--- config.mk ---
export PLATFORM = sky130hd
export DESIGN_NAME = cpu_run_monitor
export DESIGN_NICKNAME = d
export VERILOG_FILES = /design/src/rtl/cpu_run_monitor.sv
export SDC_FILE = /design/constraint.sdc
export NUM_CORES = 1
export LEC_CHECK = 0
export CAP_MARGIN = 5
export CORE_MARGIN = 3
export CORE_UTILIZATION = 35
export DETAILED_ROUTE_END_ITERATION = 8
export PLACE_DENSITY = 0.62
export SLEW_MARGIN = 15
export SYNTH_ARGS = -nofsm -noshare
export SYNTH_HDL_FRONTEND = slang
export SYNTH_SLANG_ARGS = --single-unit
export TNS_END_PERCENT = 20
--- constraint.sdc ---
create_clock -name CLK -period 3.02 [get_ports CLK]
set_input_delay 0.302 -clock CLK [delete_from_list [all_inputs] [get_ports CLK]]
set_output_delay 0.302 -clock CLK [all_outputs]
set_load 0.01 [all_outputs]
--- src/rtl/cpu_run_monitor.sv ---
// Run-control companion for the harness CPU: halt detection, cycle/instruction
// counting, pipeline drain, word-by-word data-memory dump and a run watchdog.
//
// state   | meaning
// --------+------------------------------------------------------------
// S_RUN   | CPU free-running; counting cycles and accepted instructions
// S_DRAIN | halt seen; waiting DRAIN_CYCLES non-stalled cycles
// S_DUMP  | presenting dump_addr with dump_valid until last handshake
// S_DONE  | dump complete; done sticky until RESET
// S_FAULT | watchdog expired; timeout sticky until RESET
module cpu_run_monitor #(
    parameter int                   DATA_W       = 32,
    parameter int                   ADDR_W       = 32,
    parameter int                   CNT_W        = 32,
    parameter logic [DATA_W-1:0]    HALT_WORD    = 32'hFFFF_FFFF,
    parameter int                   DRAIN_CYCLES = 5,
    parameter longint unsigned      DUMP_WORDS   = 512,
    parameter longint unsigned      TIMEOUT      = 100000
) (
    input  logic              CLK,
    input  logic              RESET,
    input  logic              fetch_valid,
    input  logic [DATA_W-1:0] fetch_instr,
    input  logic              stall,
    input  logic              dump_ready,
    output logic [CNT_W-1:0]  cycle_count,
    output logic [CNT_W-1:0]  instr_count,
    output logic              dump_valid,
    output logic [ADDR_W-1:0] dump_addr,
    output logic              dump_last,
    output logic              done,
    output logic              timeout
);

    localparam int               DRN_W     = (DRAIN_CYCLES > 1) ? $clog2(DRAIN_CYCLES + 1) : 1;
    localparam logic [DRN_W-1:0] DRAIN_LD  = DRN_W'(DRAIN_CYCLES);
    localparam logic [ADDR_W-1:0] LAST_ADDR = ADDR_W'(DUMP_WORDS - 1);
    localparam logic [CNT_W-1:0]  TO_VAL    = CNT_W'(TIMEOUT);
    localparam logic [CNT_W-1:0]  CNT_MAX   = '1;

    typedef enum logic [2:0] {
        S_RUN,
        S_DRAIN,
        S_DUMP,
        S_DONE,
        S_FAULT
    } state_t;

    state_t            state_q, state_d;
    logic [CNT_W-1:0]  cycle_q, cycle_d;
    logic [CNT_W-1:0]  instr_q, instr_d;
    logic [DRN_W-1:0]  drain_q, drain_d;
    logic              dv_q, dv_d;
    logic [ADDR_W-1:0] addr_q, addr_d;
    logic              last_q, last_d;
    logic              done_q, done_d;
    logic              to_q, to_d;

    logic              accept;
    logic              halt_seen;
    logic [CNT_W-1:0]  cycle_inc;
    logic [CNT_W-1:0]  instr_inc;
    logic [ADDR_W-1:0] addr_next;

    assign accept    = fetch_valid & ~stall;
    assign halt_seen = accept && (fetch_instr == HALT_WORD);
    assign cycle_inc = (cycle_q == CNT_MAX) ? cycle_q : cycle_q + CNT_W'(1);
    assign instr_inc = (instr_q == CNT_MAX) ? instr_q : instr_q + CNT_W'(1);
    assign addr_next = addr_q + ADDR_W'(1);

    always_comb begin
        state_d = state_q;
        cycle_d = cycle_q;
        instr_d = instr_q;
        drain_d = drain_q;
        dv_d    = dv_q;
        addr_d  = addr_q;
        last_d  = last_q;
        done_d  = done_q;
        to_d    = to_q;

        case (state_q)
            S_RUN: begin
                cycle_d = cycle_inc;
                if (accept && !halt_seen) begin
                    instr_d = instr_inc;
                end
                // A halt in the same cycle as the watchdog expiry still ends the run normally.
                if (halt_seen) begin
                    if (DRAIN_CYCLES == 0) begin
                        state_d = S_DUMP;
                        dv_d    = 1'b1;
                        addr_d  = '0;
                        last_d  = (LAST_ADDR == '0);
                    end else begin
                        state_d = S_DRAIN;
                        drain_d = DRAIN_LD;
                    end
                end else if (cycle_inc == TO_VAL) begin
                    state_d = S_FAULT;
                    to_d    = 1'b1;
                end
            end

            S_DRAIN: begin
                cycle_d = cycle_inc;
                if (!stall && (drain_q == DRN_W'(1))) begin
                    state_d = S_DUMP;
                    drain_d = '0;
                    dv_d    = 1'b1;
                    addr_d  = '0;
                    last_d  = (LAST_ADDR == '0);
                end else begin
                    if (!stall) begin
                        drain_d = drain_q - DRN_W'(1);
                    end
                    if (cycle_inc == TO_VAL) begin
                        state_d = S_FAULT;
                        to_d    = 1'b1;
                    end
                end
            end

            S_DUMP: begin
                if (dump_ready) begin
                    if (last_q) begin
                        state_d = S_DONE;
                        dv_d    = 1'b0;
                        done_d  = 1'b1;
                    end else begin
                        addr_d = addr_next;
                        last_d = (addr_next == LAST_ADDR);
                    end
                end
            end

            S_DONE, S_FAULT: begin
            end

            default: begin
                state_d = S_RUN;
            end
        endcase
    end

    always_ff @(posedge CLK or posedge RESET) begin
        if (RESET) begin
            state_q <= S_RUN;
            cycle_q <= '0;
            instr_q <= '0;
            drain_q <= '0;
            dv_q    <= 1'b0;
            addr_q  <= '0;
            last_q  <= 1'b0;
            done_q  <= 1'b0;
            to_q    <= 1'b0;
        end else begin
            state_q <= state_d;
            cycle_q <= cycle_d;
            instr_q <= instr_d;
            drain_q <= drain_d;
            dv_q    <= dv_d;
            addr_q  <= addr_d;
            last_q  <= last_d;
            done_q  <= done_d;
            to_q    <= to_d;
        end
    end

    assign cycle_count = cycle_q;
    assign instr_count = instr_q;
    assign dump_valid  = dv_q;
    assign dump_addr   = addr_q;
    assign dump_last   = last_q;
    assign done        = done_q;
    assign timeout     = to_q;

endmodule

Yosys cells after proc, flatten, opt, wreduce, memory -nomap -nowiden --
Index checks and enable logic that the tools add are counted.
Word-level totals: register bits after elaboration 106, output and inout port bits 100, logic and storage cells 80
Operators by class: $add $sub $neg 4, equality and inequality tests 18, muxes and demuxes 27, bitwise gates (word level) 4, reduce and logical (&&, ||, !) cells 18
Operator list (count):
- 2-to-1 mux 32 bit | 4
- adder 32 x 1 -> 32 bit, second input constant | 3
- equality test 32 bit, second input constant | 3
- case mux 32 bit (2 select lines) | 1
- equality test 32 x 17 -> 1 bit, second input constant | 1
- equality test 32 x 9 -> 1 bit, second input constant | 1
- 2-to-1 mux 3 bit | 8
- AND reduction 3 bit | 6
- inequality test 2 bit, second input constant | 7
- case mux 3 bit (4 select lines) | 1
- 2-to-1 mux 1 bit | 9
- AND reduction 4 bit | 2
- equality test 3 x 1 -> 1 bit, second input constant | 2
- equality test 3 x 2 -> 1 bit, second input constant | 2
- case mux 1 bit (2 select lines) | 3
- case mux 3 bit (2 select lines) | 1
- nonzero test 2 bit | 2
- OR reduction 2 bit | 2
- equality test 3 bit, second input constant | 1
- logical AND 1 bit | 3
- logical NOT 3 bit | 1
- inequality test 3 bit, second input constant | 1
- inverter 1 bit | 3
- subtractor 3 x 1 -> 3 bit, second input constant | 1
- other kinds (2) | 3

Logic depth before layout (Yosys ltp) --
Gate-level depths: netlist (run 1).
depth in word-level cells 6, gate-level depth with buffers 11

Worst setup path after synthesis (run 1) --
OpenSTA, ideal clock, no wires.
path type reg2reg, from register cycle_q[0] (netlist: cycle_count[0]), to register state_q[0], arrival time 2.274 ns, data required time 2.901 ns, setup slack 0.627 ns, cell stages (with the launch flop) 10, path buffers 0, clock period less this slack 2.393 ns, cells stage by stage dfrtp_1 > ha_1 > nand4_1 > nor2_1 > a31oi_1 > and2_1 > a211o_2 > a221oi_2 > a31oi_1 > o21a_1
Between the ends: longest elaborated chain between the ends 6, elaborated cells between the ends (all ways) 8, classes of those cells add/sub (1); eq/ne (2); mux (5)
Ends and longest elaborated chain:
- start: declaration | RTL line 50 | logic [CNT_W-1:0] cycle_q, cycle_d;
- start signal: assignment | RTL line 159 | cycle_q <= cycle_d;
- adder 32 x 1 -> 32 bit / equality test 32 bit (equally long branches) | RTL line 67 | assign cycle_inc = (cycle_q == CNT_MAX) ? cycle_q : cycle_q + CNT_W'(1);
- 2-to-1 mux 32 bit (*) | RTL line 67
- equality test 32 x 17 -> 1 bit (*) | RTL line 99, 117
- 2-to-1 mux 3 bit (*)
- 2-to-1 mux 3 bit (on tied branches)
- case mux 3 bit (4 select lines) (*)
- end signal: assignment | RTL line 158 | state_q <= state_d;
- end: declaration | RTL line 49 | state_t state_q, state_d;
Mark *: on every way between the ends. The rest lies on a longest branch, timed or not. A chain may end at the register's enable or synchronous reset.

Worst setup path after layout (run 1) --
from register addr_q[1] (netlist: dump_addr[1]), to register last_q (netlist: dump_last)
Between the ends: longest elaborated chain between the ends 5
Ends and longest elaborated chain:
- start: declaration | RTL line 54 | logic [ADDR_W-1:0] addr_q, addr_d;
- start signal: assignment | RTL line 163 | addr_q <= addr_d;
- adder 32 x 1 -> 32 bit | RTL line 69 | assign addr_next = addr_q + ADDR_W'(1);
- equality test 32 x 9 -> 1 bit | RTL line 132 | last_d = (addr_next == LAST_ADDR);
- 2-to-1 mux 1 bit | RTL line 126 | if (last_q) begin
- 2-to-1 mux 1 bit | RTL line 125 | if (dump_ready) begin
- case mux 1 bit (2 select lines) | RTL line 82 | case (state_q)
- end signal: assignment | RTL line 164 | last_q <= last_d;
- end: declaration | RTL line 55 | logic last_q, last_d;
Every way passes these cells. The select of a mux whose other input is x is not followed.

==> results of run 1 <==
[worst paths after layout]
kind	start	end	slack [ps]	cells after the start
setup / recovery	dump_addr[1]$_DFFE_PP0P_	dump_last$_DFFE_PP0P_	290	8
hold / removal	RESET	instr_count[20]$_DFFE_PP0P_	420	2
setup reg to reg	dump_addr[1]$_DFFE_PP0P_	dump_last$_DFFE_PP0P_	290	8
hold reg to reg	done$_DFFE_PP0P_	done$_DFFE_PP0P_	490	1
max in group asynchronous	RESET	cycle_count[24]$_DFFE_PP0P_	1780	3
min in group CLK	done$_DFFE_PP0P_	done$_DFFE_PP0P_	490	1
[cell families (layout without fill, tap and decap cells)]
family	count (synthesis)	in the layout	share of synthesized area
AOI/OAI and AO/OA	126	126	0.127
xor gates and xnor gates	87	87	0.121
adders and majority gates	6	6	0.0120
buffers and inverters	48	189	0.0421
DFF	106	106	0.423
muxes	6	6	0.0102
and+or+nand+nor	313	313	0.264
[Yosys cell counts, types with 3 or more instances]
cell                       count
sky130_fd_sc_hd__nor2b_1       3
sky130_fd_sc_hd__xnor2_1      69
sky130_fd_sc_hd__o31ai_1      17
sky130_fd_sc_hd__a21oi_1      10
sky130_fd_sc_hd__or2_2         5
sky130_fd_sc_hd__buf_2         3
sky130_fd_sc_hd__and3_2        5
sky130_fd_sc_hd__and3_1       20
sky130_fd_sc_hd__nor2_1       56
sky130_fd_sc_hd__mux2i_1       3
sky130_fd_sc_hd__a31oi_1      15
sky130_fd_sc_hd__o21a_1        4
sky130_fd_sc_hd__o21ai_0      58
sky130_fd_sc_hd__nand3_1      41
sky130_fd_sc_hd__clkbuf_1     18
sky130_fd_sc_hd__ha_1          6
sky130_fd_sc_hd__nand4_1      43
sky130_fd_sc_hd__xor2_1       18
sky130_fd_sc_hd__clkbuf_2      3
sky130_fd_sc_hd__dfrtp_1     106
sky130_fd_sc_hd__inv_1        17
sky130_fd_sc_hd__nor4_1       18
sky130_fd_sc_hd__nand2b_1      4
sky130_fd_sc_hd__or3_1         8
sky130_fd_sc_hd__and2_1        7
sky130_fd_sc_hd__nand2_1      69
sky130_fd_sc_hd__nor3_1       16
[area by class of cell]
cell class,instances,area (um^2),area share
clock buffer,10,239,0.0291
clock inverter,6,78.8,0.00961
inverter,17,67.6,0.00824
multi-input combinational,538,3360,0.410
sequential,106,2650,0.323
tap,225,282,0.0343
timing repair buffer,156,1520,0.186
[layer usage]
layer / vias up / global-route usage / routed length [um]
met1: 2780 / 0.243 / 8080
li1: 2785 / - / -
met4: 0 / 0.0571 / 185
met2: 151 / 0.274 / 8050
met3: 12 / 0.0309 / 816
met5: - / 0 / 0
[where the power goes]
| part | internal, mW | total, mW | switching (mW) |
|---|---|---|---|
| sequential | 1.54 | 1.73 | 0.189 |
| clock | 0.686 | 1.26 | 0.579 |
| combinational | 0.492 | 1.12 | 0.626 |
| total | 2.72 | 4.12 | 1.39 |
[sequential cells by signal, indices dropped and copies added, names as in the netlist]
signal	count
cycle_count	32
timeout	1
dump_valid	1
drain_q	3
state_q	3
dump_last	1
instr_count	32
done	1
dump_addr	32
[placed cells by master (no fill, tap or decap), types with 18 or more instances in the layout]
master	n
sky130_fd_sc_hd__clkdlybuf4s50_1	136
sky130_fd_sc_hd__dfrtp_1	106
sky130_fd_sc_hd__nand2_1	69
sky130_fd_sc_hd__xnor2_1	69
sky130_fd_sc_hd__o21ai_0	58
sky130_fd_sc_hd__nor2_1	56
sky130_fd_sc_hd__nand4_1	43
sky130_fd_sc_hd__nand3_1	41
sky130_fd_sc_hd__and3_1	20
sky130_fd_sc_hd__buf_4	19
sky130_fd_sc_hd__nor4_1	18
sky130_fd_sc_hd__xor2_1	18
[metrics by stage]
stage	hold slack [ps]	std cells	setup slack (ps)	util
2_1_floorplan	416	692	627	-
3_3_place_gp	462	1042	338	0.453
3_5_place_dp	462	1042	344	0.453
4_1_cts	433	1058	306	0.471
5_1_grt	466	1058	26.3	0.471
6_report	421	1058	291	0.471
==> impl.org, run 1 <==
** STA
- For the final routed database, the setup TNS stands at 0 ps.
- RSZ-0062 raised after global routing :: false
- Derived from the worst setup path, the maximum achievable clock frequency is roughly 370 MHz.
- The number of endpoints with negative hold slack in the final report is 0.
- For the pin with the worst max-slew slack, the measured transition is between 700 and 800 ps.
- Max transition margin :: 0.485
- Worst Clk Skew :: 14.2 ps
- Final setup fails :: 0
- Counting I/O delays and the setup requirement, the final critical path takes 2730 ps.
- Fin. max-slew vios :: 0
- Dividing the final minimum period by the clock period gives 0.904.

** Worst setup path
- Traced cell by cell, the critical path runs through ha_1 -> nand4_1 -> or3_1 -> nor4_1 -> xnor2_1 -> nand4_1 -> nor4_1 -> a32o_1.
- Top fanout value on the critical path :: 6
- For the worst setup path, the data required time is roughly 3300 ps.
- By startpoint and endpoint, the worst setup path is classified as flip-flop to flip-flop.
- Kind of start point of the critical path :: flip-flop
- Family with the most delay on the worst path :: simple AND/OR/NAND/NOR gates
- Data arrives at the worst endpoint at 3010 ps.
- Slowest stage cell on the critical path :: sky130_fd_sc_hd__nor4_1
- Total buffers and inverters traversed by the critical path :: 0
- Critical path endpoint category :: flip-flop
- Critical path's largest stage delay :: 530 ps

** Logic synthesis
- Post-synthesis sequential element count :: 106
- The most used flip-flop cell after synthesis is sky130_fd_sc_hd__dfrtp_1.
- Sequential cell area fraction in the yosys report :: 0.423
- The share of synthesized area in the top cell type comes to 0.423.
- The Yosys step of the flow raised 0 warnings.
- Ranking of synthesized cells by area :: sky130_fd_sc_hd__dfrtp_1 42%, sky130_fd_sc_hd__xnor2_1 9.6%, sky130_fd_sc_hd__o21ai_0 4.6%
- Synthesized instance count :: 692
- Fraction of synthesis flops using an asynchronous set or reset pin :: 1.00
- After synthesis, the netlist uses 69 different library cells.
- Synthesis produced a netlist with a net count of 735.
- Mean instance size in the synthesized netlist :: 9.06 um^2
- In this run the cell area of the synthesized design comes to 0.00627 mm^2.
- Of all cell types, the one taking the most synthesized area is sky130_fd_sc_hd__dfrtp_1.
- Number of enable flip-flop cells after synthesis :: 0

** GRT
- For this run the aggregate overflow at the end of global routing stands at 0.
- Antenna violations before repair :: 0
- Across every metal layer, demand over resource in global routing totals 0.174.
- The first global-routing pass estimated 28300 um of wire.
- Via count of the first global-routing pass :: 5443
- Pin count of the biggest net entering global routing :: 49

** Routing
- The first detailed-routing pass ran for 5 iterations.
- Residual antenna-violating net count after detailed routing :: 0
- Vias/cell :: ~5.4
- Post-Route WL :: between 15000 and 20000 um
- After detailed routing, the number of remaining DRC violations is 0.
- After the first detailed-routing iteration, the DRC count stood at roughly 430.
- Wire per inst :: about 16 um
- The final route contains 5728 vias.

** Clocking
- Insertion delay of the later-clocked pin in the worst-skew pair :: 350 ps
- Clk sink count :: ~110
- Post-CTS Hold Fix Bufs :: 0
- In this run the post-CTS setup repair buffer count came out at 0.
- Cells resized by post-CTS repair :: 0
- Worst-path clk slew :: ~80 ps
- Clock tree root driver cell :: sky130_fd_sc_hd__clkbuf_16
- Maximum buffer depth of the clock tree :: 2
- In this run the number of H-tree levels came out at 3.
- TritonCTS clock tree :: done
- Buffers inserted during clock tree synthesis total 9.

** Power
- For this design the static power due to leakage is 3.21 nW.
- Final total power :: 4.12 mW
- In this run the power density over the cells is 502 mW/mm^2.
- Worst voltage drop across the vdd grid :: 0.331 mV

** Worst hold path
- The tightest min-delay check is of the primary input to async pin type.

** Die
- Count of boundary I/O pins :: 137
- The floorplan step defined a core boundary enclosing 0.0174 mm^2.
- The initial utilization of the core area, before any placement, comes to 0.360.
- Width of the die :: around 140 um
- From bottom edge to top edge, the die measures 140 um.
- The floorplan has 48 rows.
- The die covers 0.0196 mm^2.

** Cells and area
- After routing the design area is between 0.008 and 0.009 mm^2.
- The repair_antennas step left the layout with diodes totalling 0.
- Area growth from synthesis to final layout :: 30.8%
- After filler insertion, the fill cell instance count of the layout stands at 1681.
- Layout cell share with drive strength beyond 1 :: 0.0792
- For this run, the post-layout net count is 871.

** Placement
- Placer Congestion :: slightly below 0.9
- Buffers placed on the I/O ports in this run total 136.
- Once detailed placement completed, the half-perimeter wirelength came to ~12000 um.
- In this run the cell area measured after placement is 0.00789 mm^2.

** Run status
- Result of the run :: complete, no violations

** Flow run
- Across the run, the number of max-cap violations was 0.
Power figures use the tool's default switching activity.
==> run 2: changes to the inputs <==
CAP_MARGIN = not set   (was 5)
SLEW_MARGIN = 20   (was 15)
==> results of run 2 <==
Same layout as run 1: the final DEF is identical, and so are final timing and power.
